**src/rtl/pin_entry_if.sv**
```systemverilog
// pin_entry_if: keypad strobes, lock comparator result and controller status.
interface pin_entry_if;
  logic        key_valid;
  logic [3:0]  key_code;
  logic        key_clr;
  logic        key_enter;
  logic        lock_unlock;
  logic [15:0] pin_out;
  logic        pin_check;
  logic        unlocked;
  logic        lockout;
  logic [2:0]  digit_cnt;
  logic [2:0]  fail_cnt;
  modport master (
    output key_valid, key_code, key_clr, key_enter, lock_unlock,
    input  pin_out, pin_check, unlocked, lockout, digit_cnt, fail_cnt
  );
  modport slave (
    input  key_valid, key_code, key_clr, key_enter, lock_unlock,
    output pin_out, pin_check, unlocked, lockout, digit_cnt, fail_cnt
  );
endinterface

```
**src/rtl/pin_entry_controller.sv**
```systemverilog
// pin_entry_controller: collects a 4-digit hex PIN, checks it for one cycle, times open/lockout.
module pin_entry_controller #(
  parameter int MAX_TRIES      = 3,
  parameter int OPEN_CYCLES    = 8,
  parameter int LOCKOUT_CYCLES = 16
) (
  input logic        clk,
  input logic        rst_n,
  pin_entry_if.slave bus
);
  localparam int TMAX = OPEN_CYCLES > LOCKOUT_CYCLES ? OPEN_CYCLES : LOCKOUT_CYCLES;
  localparam int TW   = $clog2(TMAX + 1);
  typedef enum logic [1:0] {ENTRY, CHECK, OPEN, LOCKOUT} state_t;
  state_t         state, state_d;
  logic [15:0]    pin, pin_d;
  logic [2:0]     dcnt, dcnt_d, fcnt, fcnt_d;
  logic [TW-1:0]  tmr, tmr_d;
  always_ff @(posedge clk) begin
    if (!rst_n) begin
      state <= ENTRY;
      pin   <= '0;
      dcnt  <= '0;
      fcnt  <= '0;
      tmr   <= '0;
    end else begin
      state <= state_d;
      pin   <= pin_d;
      dcnt  <= dcnt_d;
      fcnt  <= fcnt_d;
      tmr   <= tmr_d;
    end
  end
  always_comb begin
    state_d = state;
    pin_d   = pin;
    dcnt_d  = dcnt;
    fcnt_d  = fcnt;
    tmr_d   = tmr;
    unique case (state)
      ENTRY: begin
        if (bus.key_clr) begin
          pin_d  = '0;
          dcnt_d = '0;
        end else if (bus.key_enter) begin
          if (dcnt == 3'd4) state_d = CHECK;
        end else if (bus.key_valid && dcnt < 3'd4) begin
          pin_d  = {pin[11:0], bus.key_code};
          dcnt_d = dcnt + 3'd1;
        end
      end
      CHECK: begin
        pin_d  = '0;
        dcnt_d = '0;
        if (bus.lock_unlock) begin
          fcnt_d  = '0;
          tmr_d   = TW'(OPEN_CYCLES);
          state_d = OPEN;
        end else if (fcnt + 3'd1 == 3'(MAX_TRIES)) begin
          fcnt_d  = 3'(MAX_TRIES);
          tmr_d   = TW'(LOCKOUT_CYCLES);
          state_d = LOCKOUT;
        end else begin
          fcnt_d  = fcnt + 3'd1;
          state_d = ENTRY;
        end
      end
      OPEN: begin
        tmr_d   = tmr - TW'(1);
        state_d = (bus.key_clr || tmr == TW'(1)) ? ENTRY : OPEN;
      end
      LOCKOUT: begin
        tmr_d = tmr - TW'(1);
        if (tmr == TW'(1)) begin
          fcnt_d  = '0;
          state_d = ENTRY;
        end
      end
      default: state_d = ENTRY;
    endcase
  end
  assign bus.pin_out   = pin;
  assign bus.digit_cnt = dcnt;
  assign bus.fail_cnt  = fcnt;
  assign bus.pin_check = state == CHECK;
  assign bus.unlocked  = state == OPEN;
  assign bus.lockout   = state == LOCKOUT;
endmodule

```
**src/flat_wrapper.sv**
```systemverilog
// flat-port wrapper written by rule: the top's interface ports become plain ports
module pin_entry_controller_flat 
#(
  parameter int MAX_TRIES      = 3,
  parameter int OPEN_CYCLES    = 8,
  parameter int LOCKOUT_CYCLES = 16
)
  (clk, rst_n, bus_key_valid, bus_key_code, bus_key_clr, bus_key_enter, bus_lock_unlock, bus_pin_out, bus_pin_check, bus_unlocked, bus_lockout, bus_digit_cnt, bus_fail_cnt);
  pin_entry_if bus_i ();
  input logic clk;
  input logic rst_n;
  input wire logic [$bits(bus_i.key_valid)-1:0] bus_key_valid;
  input wire logic [$bits(bus_i.key_code)-1:0] bus_key_code;
  input wire logic [$bits(bus_i.key_clr)-1:0] bus_key_clr;
  input wire logic [$bits(bus_i.key_enter)-1:0] bus_key_enter;
  input wire logic [$bits(bus_i.lock_unlock)-1:0] bus_lock_unlock;
  output wire logic [$bits(bus_i.pin_out)-1:0] bus_pin_out;
  output wire logic [$bits(bus_i.pin_check)-1:0] bus_pin_check;
  output wire logic [$bits(bus_i.unlocked)-1:0] bus_unlocked;
  output wire logic [$bits(bus_i.lockout)-1:0] bus_lockout;
  output wire logic [$bits(bus_i.digit_cnt)-1:0] bus_digit_cnt;
  output wire logic [$bits(bus_i.fail_cnt)-1:0] bus_fail_cnt;
  assign bus_i.key_valid = bus_key_valid;
  assign bus_i.key_code = bus_key_code;
  assign bus_i.key_clr = bus_key_clr;
  assign bus_i.key_enter = bus_key_enter;
  assign bus_i.lock_unlock = bus_lock_unlock;
  assign bus_pin_out = bus_i.pin_out;
  assign bus_pin_check = bus_i.pin_check;
  assign bus_unlocked = bus_i.unlocked;
  assign bus_lockout = bus_i.lockout;
  assign bus_digit_cnt = bus_i.digit_cnt;
  assign bus_fail_cnt = bus_i.fail_cnt;
  pin_entry_controller #(.MAX_TRIES(MAX_TRIES), .OPEN_CYCLES(OPEN_CYCLES), .LOCKOUT_CYCLES(LOCKOUT_CYCLES)) u_core (.clk(clk), .rst_n(rst_n), .bus(bus_i));
endmodule
```
**config.mk**
```make
export PLATFORM = sky130hd
export DESIGN_NAME = pin_entry_controller_flat
export DESIGN_NICKNAME = d
export VERILOG_FILES = /design/src/rtl/pin_entry_if.sv /design/src/rtl/pin_entry_controller.sv /design/src/flat_wrapper.sv
export SDC_FILE = /design/constraint.sdc
export NUM_CORES = 1
export LEC_CHECK = 0
export CAP_MARGIN = 5
export CELL_PAD_IN_SITES_DETAIL_PLACEMENT = 1
export CELL_PAD_IN_SITES_GLOBAL_PLACEMENT = 1
export CORE_MARGIN = 4
export CORE_UTILIZATION = 28
export DETAILED_ROUTE_END_ITERATION = 12
export PLACE_DENSITY_LB_ADDON = 0.1
export SLEW_MARGIN = 10
export SYNTH_ARGS = -nofsm -noshare
export SYNTH_HDL_FRONTEND = slang
export SYNTH_SLANG_ARGS = --single-unit
```
**constraint.sdc**
```tcl
create_clock -name clk -period 1.55 [get_ports clk]
set_clock_uncertainty 0.05 [all_clocks]
set_input_delay 0.155 -clock clk [delete_from_list [all_inputs] [get_ports clk]]
set_output_delay 0.155 -clock clk [all_outputs]
set_load 0.02 [all_outputs]
```
== Word level (Yosys, flattened, before mapping) ==
Index checks and enable logic that the tools add are counted.

* $add $sub $neg: 3
* Magnitude comparators: 1
* Equality and inequality tests: 13
* Mux-type cells: 23
* Reductions and logical operators: 11

{| class="wikitable"
|+ Operator list
! operator !! count
|-
| $mux W16 || 3
|-
| $pmux W16 S2 || 1
|-
| $mux W3 || 6
|-
| $mux W2 || 7
|-
| $pmux W3 S2 || 2
|-
| $mux W5 || 2
|-
| $pmux W5 S2 || 1
|-
| $pmux W2 S4 || 1
|-
| $add A3 B1 Y3 const B || 2
|-
| $ne A3 B2 Y1 const B || 2
|-
| $reduce_bool A2 Y1 || 3
|-
| $eq A5 B1 Y1 const B || 1
|-
| $sub A5 B1 Y5 const B || 1
|-
| $eq A2 B2 Y1 const B || 2
|-
| $ne A2 B1 Y1 const B || 2
|-
| $ne A2 B2 Y1 const B || 2
|-
| $reduce_and A2 Y1 || 2
|-
| $reduce_and A4 Y1 || 1
|-
| $eq A3 B2 Y1 const B || 1
|-
| $eq A3 B3 Y1 const B || 1
|-
| $lt A3 B3 Y1 const B || 1
|-
| $ne A3 B3 Y1 const B || 1
|-
| $reduce_and A3 Y1 || 1
|-
| $eq A2 B1 Y1 const B || 1
|-
| 4 further kinds || 4
|}

* Register bits: 29
* Bits of input ports: 10
* Output and inout port bits: 25
* Word-level logic and storage cells: 56

== Longest topological paths before layout ==
Gate-level depths: netlist of the first run.

* Word-level depth: 6
* Gate-level depth with buffers: 6
* Gate-level depth less buffers: 6

== Worst setup path before layout of the first run ==
Ideal clock, no wire load.

* Kind: register -> register
* From: register u_core.dcnt[2] (netlist: u_core.bus.digit_cnt[2])
* To: register u_core.pin[2] (netlist: u_core.bus.pin_out[2])
* Arrival time: 1.375 ns
* Data required time: 1.367 ns
* Slack: -0.008 ns
* Cell stages (with the launch flop): 7
* Cell sequence: dfxtp_1 -> or3b_4 -> a21o_2 -> buf_6 -> buf_6 -> nand2_1 -> a21oi_1

* Word-level cells in the longest chain between the ends: 4

{| class="wikitable"
|+ Ends and longest elaborated chain
! element !! line !! source
|-
| start: declaration || pin_entry_controller.sv:16 || <nowiki>logic [2:0] dcnt, dcnt_d, fcnt, fcnt_d;</nowiki>
|-
| start signal: assignment || pin_entry_controller.sv:28 || <nowiki>dcnt <= dcnt_d;</nowiki>
|-
| $lt A3 B3 Y1 || pin_entry_controller.sv:46 || <nowiki>end else if (bus.key_valid && dcnt < 3'd4) begin</nowiki>
|-
| $logic_and A1 B1 Y1 || pin_entry_controller.sv:46 ||
|-
| $ne A3 B2 Y1 (no line) || -- ||
|-
| $reduce_and A3 Y1 (no line) || -- ||
|-
| end signal: assignment || pin_entry_controller.sv:27 || <nowiki>pin <= pin_d;</nowiki>
|-
| end: declaration || pin_entry_controller.sv:15 || <nowiki>logic [15:0] pin, pin_d;</nowiki>
|}

No other way between the ends.
A chain may end at the register's enable or synchronous reset.

== Worst setup path in the final report of the first run ==
* From: register u_core.pin[8] (netlist: u_core.bus.pin_out[8])
* To: output port bus_pin_out[8]

{| class="wikitable"
|+ RTL lines
! element !! line !! source
|-
| end: declaration || flat_wrapper.sv:17 || <nowiki>output wire logic [$bits(bus_i.pin_out)-1:0] bus_pin_out;</nowiki>
|}

No word-level cell between the ends.

==> flow_metrics.env, run 1 <==
export IMPL_vias_per_cell=4.87
export IMPL_clkSlewWorstSetupHoldPaths_ps=70
export IMPL_routedWlPerCell_um=14.8
export IMPL_cp_required_ps=1340
export IMPL_postCtsHoldBufs=0
export IMPL_setup_tns_ps=0
export IMPL_core_sq_um=4470
export IMPL_grt_pass1_wl_mm=6.42
export IMPL_power_density_nw_per_um2=787
export IMPL_crit_buf_inv=1
export IMPL_die_w_um=76.9
export IMPL_drt_initial_drc_count=41
export IMPL_n_antenna_cell=0
export IMPL_yosysMostFrequentCell="nand2_1"
export IMPL_synth_top_area_cell="dfxtp_1"
export IMPL_dpl_cell_area_sq_um=1800
export IMPL_cts_num_sinks=29
export IMPL_syn_area_per_cell_sq_um=8.58
export IMPL_criticalPathCategory="reg -> out"
export IMPL_critPathArrivalTime_ps=1290
export IMPL_vdd_ir_drop_max_uv=471
export IMPL_synth_area_leaders="dfxtp_1 44%, nand2_1 9.9%, a21oi_1 9.0%, ha_1 5.6%, buf_6 2.5%"
export IMPL_rows=24
export IMPL_regArea_sq_um=588
export IMPL_async_flop_share_pct=0
export IMPL_min_to="u_core.bus.pin_out[2]"
export IMPL_synth_edf_count=0
export IMPL_period_needed_ps=1490
export IMPL_multiInputGateArea_sq_um=721
export IMPL_start_util_pct=29.7
export IMPL_via_count=1222
export IMPL_grt_max_degree=20
export IMPL_path_cells="clkdlybuf4s50_1"
export IMPL_drive_gt1_share_pct=18.1
export IMPL_antenna_found_initial=0
export IMPL_clock_path_buffers=2
export IMPL_cpPeakStageDelay_ps=630
export IMPL_worst_setup_path_start_kind="flip-flop"
export IMPL_ys_types=36
export IMPL_drv_cap=0
export IMPL_cts_root_buffer="clkbuf_8"
export IMPL_rsz0062_at_grt="no"
export IMPL_status="finished, final reports clean"
export IMPL_clk_latency_ps=280
export IMPL_first_global_vias=1344
export IMPL_hold_start="bus_key_code[2]"
export IMPL_setup_viol=0
export IMPL_crit_slowest_cell="clkdlybuf4s50_1"
export IMPL_hp_class="in -> reg"
export IMPL_io_buffers=34
export IMPL_critical_path_top_delay_family="buffers and inverters"
export IMPL_nNetsFinal=215
export IMPL_synth_common_cells="35 x nand2_1, 29 x dfxtp_1, 24 x a21oi_1"
export IMPL_antenna_left=0
export IMPL_wl_mm=3.72
export IMPL_dr_pass1_iters=4
export IMPL_reg2reg_slack_ps=110
export IMPL_relSlewSlack_pct=78.0
export IMPL_dieArea_sq_um=5920
export IMPL_synth_top_area_share_pct=43.7
export IMPL_die_y_um=76.9
export IMPL_drc=0
export IMPL_ys_seq_area_share_pct=43.7
export IMPL_worstMarginPinSlew_ps=329
export IMPL_hold_viol_final=0
export IMPL_whs_path_depth=3
export IMPL_syn_num_nets=171
export IMPL_rr_worst_depth=5
export IMPL_cts_buffers=5
export IMPL_cp_depth=1
export IMPL_cts_tree="done"
export IMPL_syn_inst=155
export IMPL_cp_end_kind="output port"
export IMPL_syn_cell_area_sq_um=1330
export IMPL_drv_slew=0
export IMPL_leakagePower_nw=0.762
export IMPL_gp_congestion=0.722
export IMPL_grt_ovfl_total=0
export IMPL_area_growth_syn_to_layout_pct=46.0
export IMPL_worstPathMaxFanout=3
export IMPL_worstReg2RegStart="u_core.bus.digit_cnt[2]"
export IMPL_synth_yosys_warnings=0
export IMPL_htreeDepth=2
export IMPL_place_hpwl_mm=2.60
export IMPL_synth_seq_cells=29
export IMPL_fmax_mhz=671
export IMPL_r2r_end="u_core.bus.pin_out[12]"
export IMPL_fin_crit_sh_pct=96.2
export IMPL_grt_usage_pct=13.7
export IMPL_stdcell_area_sq_um=1940
export IMPL_synth_flop_cell="dfxtp_1"
export IMPL_fillerInstances=528
export IMPL_pin_count=35
[cells by family (layout without fill, tap and decap cells)]
kind of cell               count (synthesis)  after routing  synth area share (%)
AOI/OAI and AO/OA                         40             40                  19.5
xor gates and xnor gates                   3              3                  1.98
adders and majority gates                  6              6                  5.64
buffers and inverters                     14             58                  5.93
DFF                                       29             29                  43.7
and+or+nand+nor                           63             63                  23.3
[what timing repair did]
| action | CTS | global route |
|---|---|---|
| pin swaps | 0 | 1 |
| hold endpoints to repair | 0 | 0 |
| endpoints found under the setup margin | 5 | 10 |
| buffers inserted | 0 | 0 |
| gates resized for setup | 7 | 13 |
[per-stage QoR]
stage / worst slack, ps / std cells / hold slack [ps] / utilization [%] / total power, mW
floorplan: 33.9 / 155 / 223 / - / 0.844
global placement: -133 / 244 / 396 / 40.2 / 0.907
detailed placement: -170 / 244 / 406 / 40.2 / 0.911
CTS: 5.77 / 251 / 368 / 42.3 / 1.56
global route: 4.20 / 251 / 379 / 43.4 / 1.61
finish: 59.6 / 251 / 377 / 43.4 / 1.53
[registers in the layout, indices dropped and copies added, names as in the netlist]
signal	flops
u_core.bus.digit_cnt	3
u_core.bus.fail_cnt	3
u_core.bus.pin_out	16
u_core.state	2
u_core.tmr	5
[final cells by class]
class	count	area share [%]
flip-flops and latches	29	30.3
multi-input cells	112	37.1
repair buffers	44	23.5
well taps	52	3.35
inverters	7	1.35
clock buffers	7	4.45
[cells in the final DEF (no fill, tap or decap), drive strengths merged, types with 3 or more instances in the layout]
| cell | n |
|---|---|
| buf | 10 |
| nor2 | 3 |
| nor3b | 3 |
| a21oi | 28 |
| clkdlybuf4s50 | 27 |
| xnor2 | 3 |
| nand2b | 5 |
| dlymetal6s2s | 3 |
| nand3 | 3 |
| dfxtp | 29 |
| dlygate4sd2 | 4 |
| clkbuf | 7 |
| nand2 | 35 |
| nor3 | 3 |
| inv | 7 |
| ha | 6 |
[metal layers]
metal  GRT usage, %  vias to the layer above  part of all wire (%)
met5              0                        -                     0
met4           7.07                        0                   1.9
met3           4.10                        8                   3.9
met2           21.4                       22                    47
met1           16.8                      578                    47
li1               -                      614                     -
[where the power goes]
group / switching (mW) / internal [mW] / total, mW
Clock: 0.285 / 0.352 / 0.636
Combinational: 0.0693 / 0.0637 / 0.133
Sequential: 0.00688 / 0.752 / 0.758
Total: 0.361 / 1.17 / 1.53
[worst max-delay path by stage]
stage	start	end	slack, ps
2_1_floorplan	u_core.bus.digit_cnt[2]	u_core.bus.pin_out[2]	30
3_3_place_gp	bus_key_valid	u_core.bus.pin_out[5]	-130
3_5_place_dp	bus_key_valid	u_core.bus.pin_out[12]	-170
4_1_cts	u_core.bus.digit_cnt[0]	bus_digit_cnt[0]	6
5_1_grt	u_core.bus.fail_cnt[1]	u_core.tmr[3]	4
6_report	u_core.bus.pin_out[8]	bus_pin_out[8]	60
No activity file was read; power rests on OpenSTA's default activity.
==> run 2: changes to the inputs <==
--- a/config.mk
+++ b/config.mk
@@ -5,13 +5,14 @@
 export SDC_FILE = /design/constraint.sdc
 export NUM_CORES = 1
 export LEC_CHECK = 0
-export CAP_MARGIN = 5
+export CAP_MARGIN = 15
 export CELL_PAD_IN_SITES_DETAIL_PLACEMENT = 1
 export CELL_PAD_IN_SITES_GLOBAL_PLACEMENT = 1
 export CORE_MARGIN = 4
 export CORE_UTILIZATION = 28
 export DETAILED_ROUTE_END_ITERATION = 12
 export PLACE_DENSITY_LB_ADDON = 0.1
+export REMOVE_ABC_BUFFERS = 1
 export SLEW_MARGIN = 10
 export SYNTH_ARGS = -nofsm -noshare
 export SYNTH_HDL_FRONTEND = slang
==> flow_metrics.env, run 2 (synthesis gave the netlist of run 1 again) <==
export IMPL_status="finished, final reports clean"
export IMPL_via_count=1255
export IMPL_power_density_nw_per_um2=757
export IMPL_antenna_found_initial=0
export IMPL_grt_usage_pct=13.2
export IMPL_multiInputGateArea_sq_um=729
export IMPL_gp_congestion=0.771
export IMPL_place_ws_ps=-182
export IMPL_grt_pass1_wl_mm=6.29
export IMPL_die_y_um=76.9
export IMPL_pin_count=35
export IMPL_worstMarginPinSlew_ps=321
export IMPL_antenna_left=0
export IMPL_clk_latency_ps=280
export IMPL_wl_mm=3.64
export IMPL_fmax_mhz=669
export IMPL_worstReg2RegStart="u_core.bus.digit_cnt[2]"
export IMPL_clkSlewWorstSetupHoldPaths_ps=70
export IMPL_path_cells="clkdlybuf4s50_1"
export IMPL_area_growth_syn_to_layout_pct=50.8
export IMPL_clock_path_buffers=2
export IMPL_drt_initial_drc_count=75
export IMPL_worstPathMaxFanout=4
export IMPL_cts_tree="done"
export IMPL_hold_start="bus_key_code[3]"
export IMPL_fillerInstances=507
export IMPL_io_buffers=34
export IMPL_routedWlPerCell_um=13.8
export IMPL_nNetsFinal=226
export IMPL_crit_slowest_cell="clkdlybuf4s50_1"
export IMPL_place_hpwl_mm=2.56
export IMPL_vias_per_cell=4.77
export IMPL_n_antenna_cell=0
export IMPL_cts_num_sinks=29
export IMPL_hold_viol_final=0
export IMPL_final_cell_mix="35 x nand2_1, 28 x clkdlybuf4s50_1, 26 x dfxtp_1, 24 x a21oi_1, 20 x buf_4"
export IMPL_vdd_ir_drop_max_uv=386
export IMPL_largest_reg_flops=16
export IMPL_criticalPathCategory="reg -> out"
export IMPL_grt_max_degree=18
export IMPL_drc=0
export IMPL_core_sq_um=4470
export IMPL_layout_commonest_cell="nand2_1"
export IMPL_cpPeakStageDelay_ps=630
export IMPL_cts_root_buffer="clkbuf_8"
export IMPL_dieArea_sq_um=5920
export IMPL_cts_buffers=5
export IMPL_first_global_vias=1327
export IMPL_critPathLaunch="u_core.bus.digit_cnt[2]"
export IMPL_period_needed_ps=1490
export IMPL_fin_crit_sh_pct=96.4
export IMPL_leakagePower_nw=0.805
export IMPL_die_w_um=76.9
export IMPL_hp_class="in -> reg"
export IMPL_post_route_util_pct=44.8
export IMPL_critical_path_top_delay_family="buffers and inverters"
export IMPL_htreeDepth=2
export IMPL_fin_ws_ps=56.2
export IMPL_relSlewSlack_pct=78.5
export IMPL_dr_pass1_iters=4
export IMPL_rows=24
export IMPL_critPathArrivalTime_ps=1290
export IMPL_crit_buf_inv=1
export IMPL_drv_slew=0
export IMPL_cp_required_ps=1340
export IMPL_drv_cap=0
export IMPL_cp_end_kind="output port"
export IMPL_drive_gt1_share_pct=22.7
export IMPL_start_util_pct=29.7
export IMPL_worst_setup_path_start_kind="flip-flop"
export IMPL_setup_viol=0
export IMPL_regArea_sq_um=584
export IMPL_grt_ovfl_total=0
==> run 2: cell count changes in the layout (fill, tap and decap cells not counted), moves of 2 or more <==
cell / delta
buf_4: +13
nor3b_2: -2
ha_2: +2
clkinv_2: +2
buf_12: -2
==> run 2: metrics by stage <==
stage | TNS (ps) | cell area (sq um) | hold WS (ps) | instances | total power, mW
floorplan | 0 | 1280 | 223 | 148 | 0.832
global placement | -2150 | 1840 | 395 | 253 | 0.909
detailed placement | -2790 | 1840 | 404 | 253 | 0.911
CTS | -137 | 1920 | 363 | 261 | 1.54
global route | -31.9 | 2010 | 374 | 263 | 1.60
finish | 0 | 2010 | 375 | 263 | 1.52
==> run 2: path summary, 6_finish.rpt <==
kind	end	slack (ps)	depth (start not counted)
setup / recovery	bus_digit_cnt[2]	60	1
hold / removal	u_core.bus.pin_out[3]	370	3
setup reg to reg	u_core.bus.digit_cnt[1]	80	6
hold reg to reg	u_core.bus.pin_out[12]	410	2
==> run 2: final cells by class <==
class,instances,share of cell area (%)
clock buffers,5,3.43
flip-flops and latches,29,29.1
multi-input cells,112,36.4
repair buffers,55,25.6
inverters,7,1.31
clock inverters,3,0.873
well taps,52,3.24
==> run 2: timing repair <==
action	4_1_cts	5_1_grt
pin swaps	0	2
hold endpoints to repair	0	0
resized for setup	4	16
setup endpoints to repair	5	30
buffers inserted	0	2
gates cloned	0	0
hold buffers	0	0
==> run 2: report_power, final <==
part	internal, mW	switching [mW]	total (mW)
Combinational	0.0708	0.0698	0.141
Clock	0.309	0.309	0.618
Sequential	0.753	0.00709	0.760
==> run 2: metal layers <==
layer  share of wire (%)  vias to the layer above  GRT usage [%]
li1                    -                      635              -
met1                  47                      590           16.4
met2                  48                       22           21.2
met3                 3.7                        8           3.98
met4                 1.6                        0           5.43
met5                   0                        -              0
==> run 3: changes to the inputs <==
--- a/config.mk
+++ b/config.mk
@@ -8,11 +8,13 @@
 export CAP_MARGIN = 15
 export CELL_PAD_IN_SITES_DETAIL_PLACEMENT = 1
 export CELL_PAD_IN_SITES_GLOBAL_PLACEMENT = 1
+export CORE_ASPECT_RATIO = 0.75
 export CORE_MARGIN = 4
 export CORE_UTILIZATION = 28
 export DETAILED_ROUTE_END_ITERATION = 12
 export PLACE_DENSITY_LB_ADDON = 0.1
 export REMOVE_ABC_BUFFERS = 1
+export SKIP_CTS_REPAIR_TIMING = 1
 export SLEW_MARGIN = 10
 export SYNTH_ARGS = -nofsm -noshare
 export SYNTH_HDL_FRONTEND = slang
==> flow_metrics.env, run 3 (synthesis gave the netlist of run 1 again) <==
export IMPL_p_total_mw=1.52
export IMPL_cts_buffers=5
export IMPL_dr_pass1_iters=4
export IMPL_vdd_ir_drop_max_uv=352
export IMPL_io_buffers=34
export IMPL_crit_slowest_cell="clkdlybuf4s50_1"
export IMPL_worstPathMaxFanout=4
export IMPL_pin_count=35
export IMPL_grt_pass1_wl_mm=6.04
export IMPL_period_needed_ps=1480
export IMPL_swShare_pct=23.1
export IMPL_critPathArrivalTime_ps=1280
export IMPL_worstMarginPinSlew_ps=326
export IMPL_cts_num_sinks=29
export IMPL_power_density_nw_per_um2=761
export IMPL_start_util_pct=29.4
export IMPL_status="finished, final reports clean"
export IMPL_drc=0
export IMPL_clk_latency_ps=270
export IMPL_rows=21
export IMPL_drv_cap=0
export IMPL_dieArea_sq_um=5930
export IMPL_clock_path_buffers=2
export IMPL_worst_setup_path_start_kind="flip-flop"
export IMPL_grt_usage_pct=13.2
export IMPL_cp_required_ps=1340
export IMPL_fin_ws_ps=66.8
export IMPL_post_route_util_pct=44.3
export IMPL_cpPeakStageDelay_ps=630
export IMPL_relSlewSlack_pct=78.2
export IMPL_clkSlewWorstSetupHoldPaths_ps=60
export IMPL_drv_slew=0
export IMPL_switchingPower_mw=0.352
export IMPL_layout_commonest_cell="nand2_1"
export IMPL_final_cell_mix="35 x nand2_1, 29 x clkdlybuf4s50_1, 27 x dfxtp_1, 24 x a21oi_1, 15 x buf_4"
export IMPL_htreeDepth=2
export IMPL_drt_initial_drc_count=55
export IMPL_p_int_mw=1.17
export IMPL_criticalPathCategory="reg -> out"
export IMPL_crit_buf_inv=1
export IMPL_dpl_cell_area_sq_um=1830
export IMPL_critical_path_top_delay_family="buffers and inverters"
export IMPL_place_ws_ps=-170
export IMPL_leakagePower_nw=0.819
export IMPL_fmax_mhz=674
export IMPL_fin_crit_sh_pct=95.7
export IMPL_wl_mm=3.64
export IMPL_hp_class="in -> reg"
export IMPL_setup_viol=0
export IMPL_largest_reg_flops=16
export IMPL_area_growth_syn_to_layout_pct=50.5
export IMPL_first_global_vias=1346
export IMPL_n_antenna_cell=0
export IMPL_place_hpwl_mm=2.65
export IMPL_grt_ovfl_total=0
export IMPL_via_count=1257
export IMPL_cp_end_kind="output port"
export IMPL_path_cells="clkdlybuf4s50_1"
export IMPL_drive_gt1_share_pct=20.4
export IMPL_die_w_um=87.6
export IMPL_routedWlPerCell_um=13.8
export IMPL_p_clk_share_pct=41.1
export IMPL_hold_viol_final=0
export IMPL_seqPwrFrac_pct=49.9
export IMPL_core_sq_um=4520
export IMPL_die_y_um=67.7
export IMPL_vias_per_cell=4.78
export IMPL_gp_congestion=0.759
export IMPL_fillerInstances=540
export IMPL_combPwrFrac_pct=9.0
export IMPL_cts_tree="done"
export IMPL_antenna_left=0
export IMPL_cts_root_buffer="clkbuf_8"
export IMPL_grt_max_degree=20
export IMPL_antenna_found_initial=0
export IMPL_nNetsFinal=222
export IMPL_stdcell_area_sq_um=2000
## run 3: cell count changes in the layout (fill, tap and decap cells not counted), moves of 2 or more
cell / previous run / this run
buf_4: 20 / 15
clkinv_2: 2 / 0
dlygate4sd2_1: 3 / 0
dlymetal6s2s_1: 3 / 5
## run 3: path summary, 6_finish.rpt
kind	from	slack, ps	end	cells after the start
worst max-delay path	u_core.bus.digit_cnt[1]	70	bus_digit_cnt[1]	1
worst min register to register	u_core.bus.pin_out[12]	410	u_core.bus.pin_out[12]	2
worst min-delay path	bus_key_code[3]	380	u_core.bus.pin_out[3]	3
worst max register to register	u_core.bus.fail_cnt[0]	80	u_core.tmr[3]	5
## run 3: routing by layer
metal  vias to the layer above  share of wire (%)  track usage, %  wire [um]
met3                         4                4.0            4.27        147
met4                         0                1.1            5.17         40
met5                         -                  0               0          0
li1                        628                  -               -          -
met1                       603                 48            16.4       1750
met2                        22                 47            21.1       1700
## run 3: worst reg2reg max path, stage by stage, from the launching register on
cell	delay, ps
dfxtp_2	340
ha_2	210
xnor2_2	150
and3_1	250
nor3_2	240
o211a_1	170
## run 3: per-stage QoR
step                hold slack (ps)  TNS [ps]  cells
finish                          378         0    263
CTS                             374      -608    262
global route                    374     -19.5    263
detailed placement              406     -2760    255
floorplan                       223         0    148
global placement                395     -2090    255
## run 3: cell type report
cell class | instances | area, sq um | area share [%]
multi-input cells | 112 | 729 | 36.4
flip-flops and latches | 29 | 583 | 29.1
well taps | 57 | 71.3 | 3.56
clock buffers | 7 | 86.3 | 4.31
inverters | 7 | 26.3 | 1.31
repair buffers | 51 | 505 | 25.3
## run 3: power by group through the flow
stage / combinational [mW] / clock, mW / sequential, mW
final: 0.137 / 0.626 / 0.761
after global routing: 0.149 / 0.683 / 0.762
after CTS: 0.136 / 0.646 / 0.761
after detailed placement: 0.135 / 0 / 0.777
after global placement: 0.132 / 0 / 0.777
after floorplan: 0.0465 / 0 / 0.786
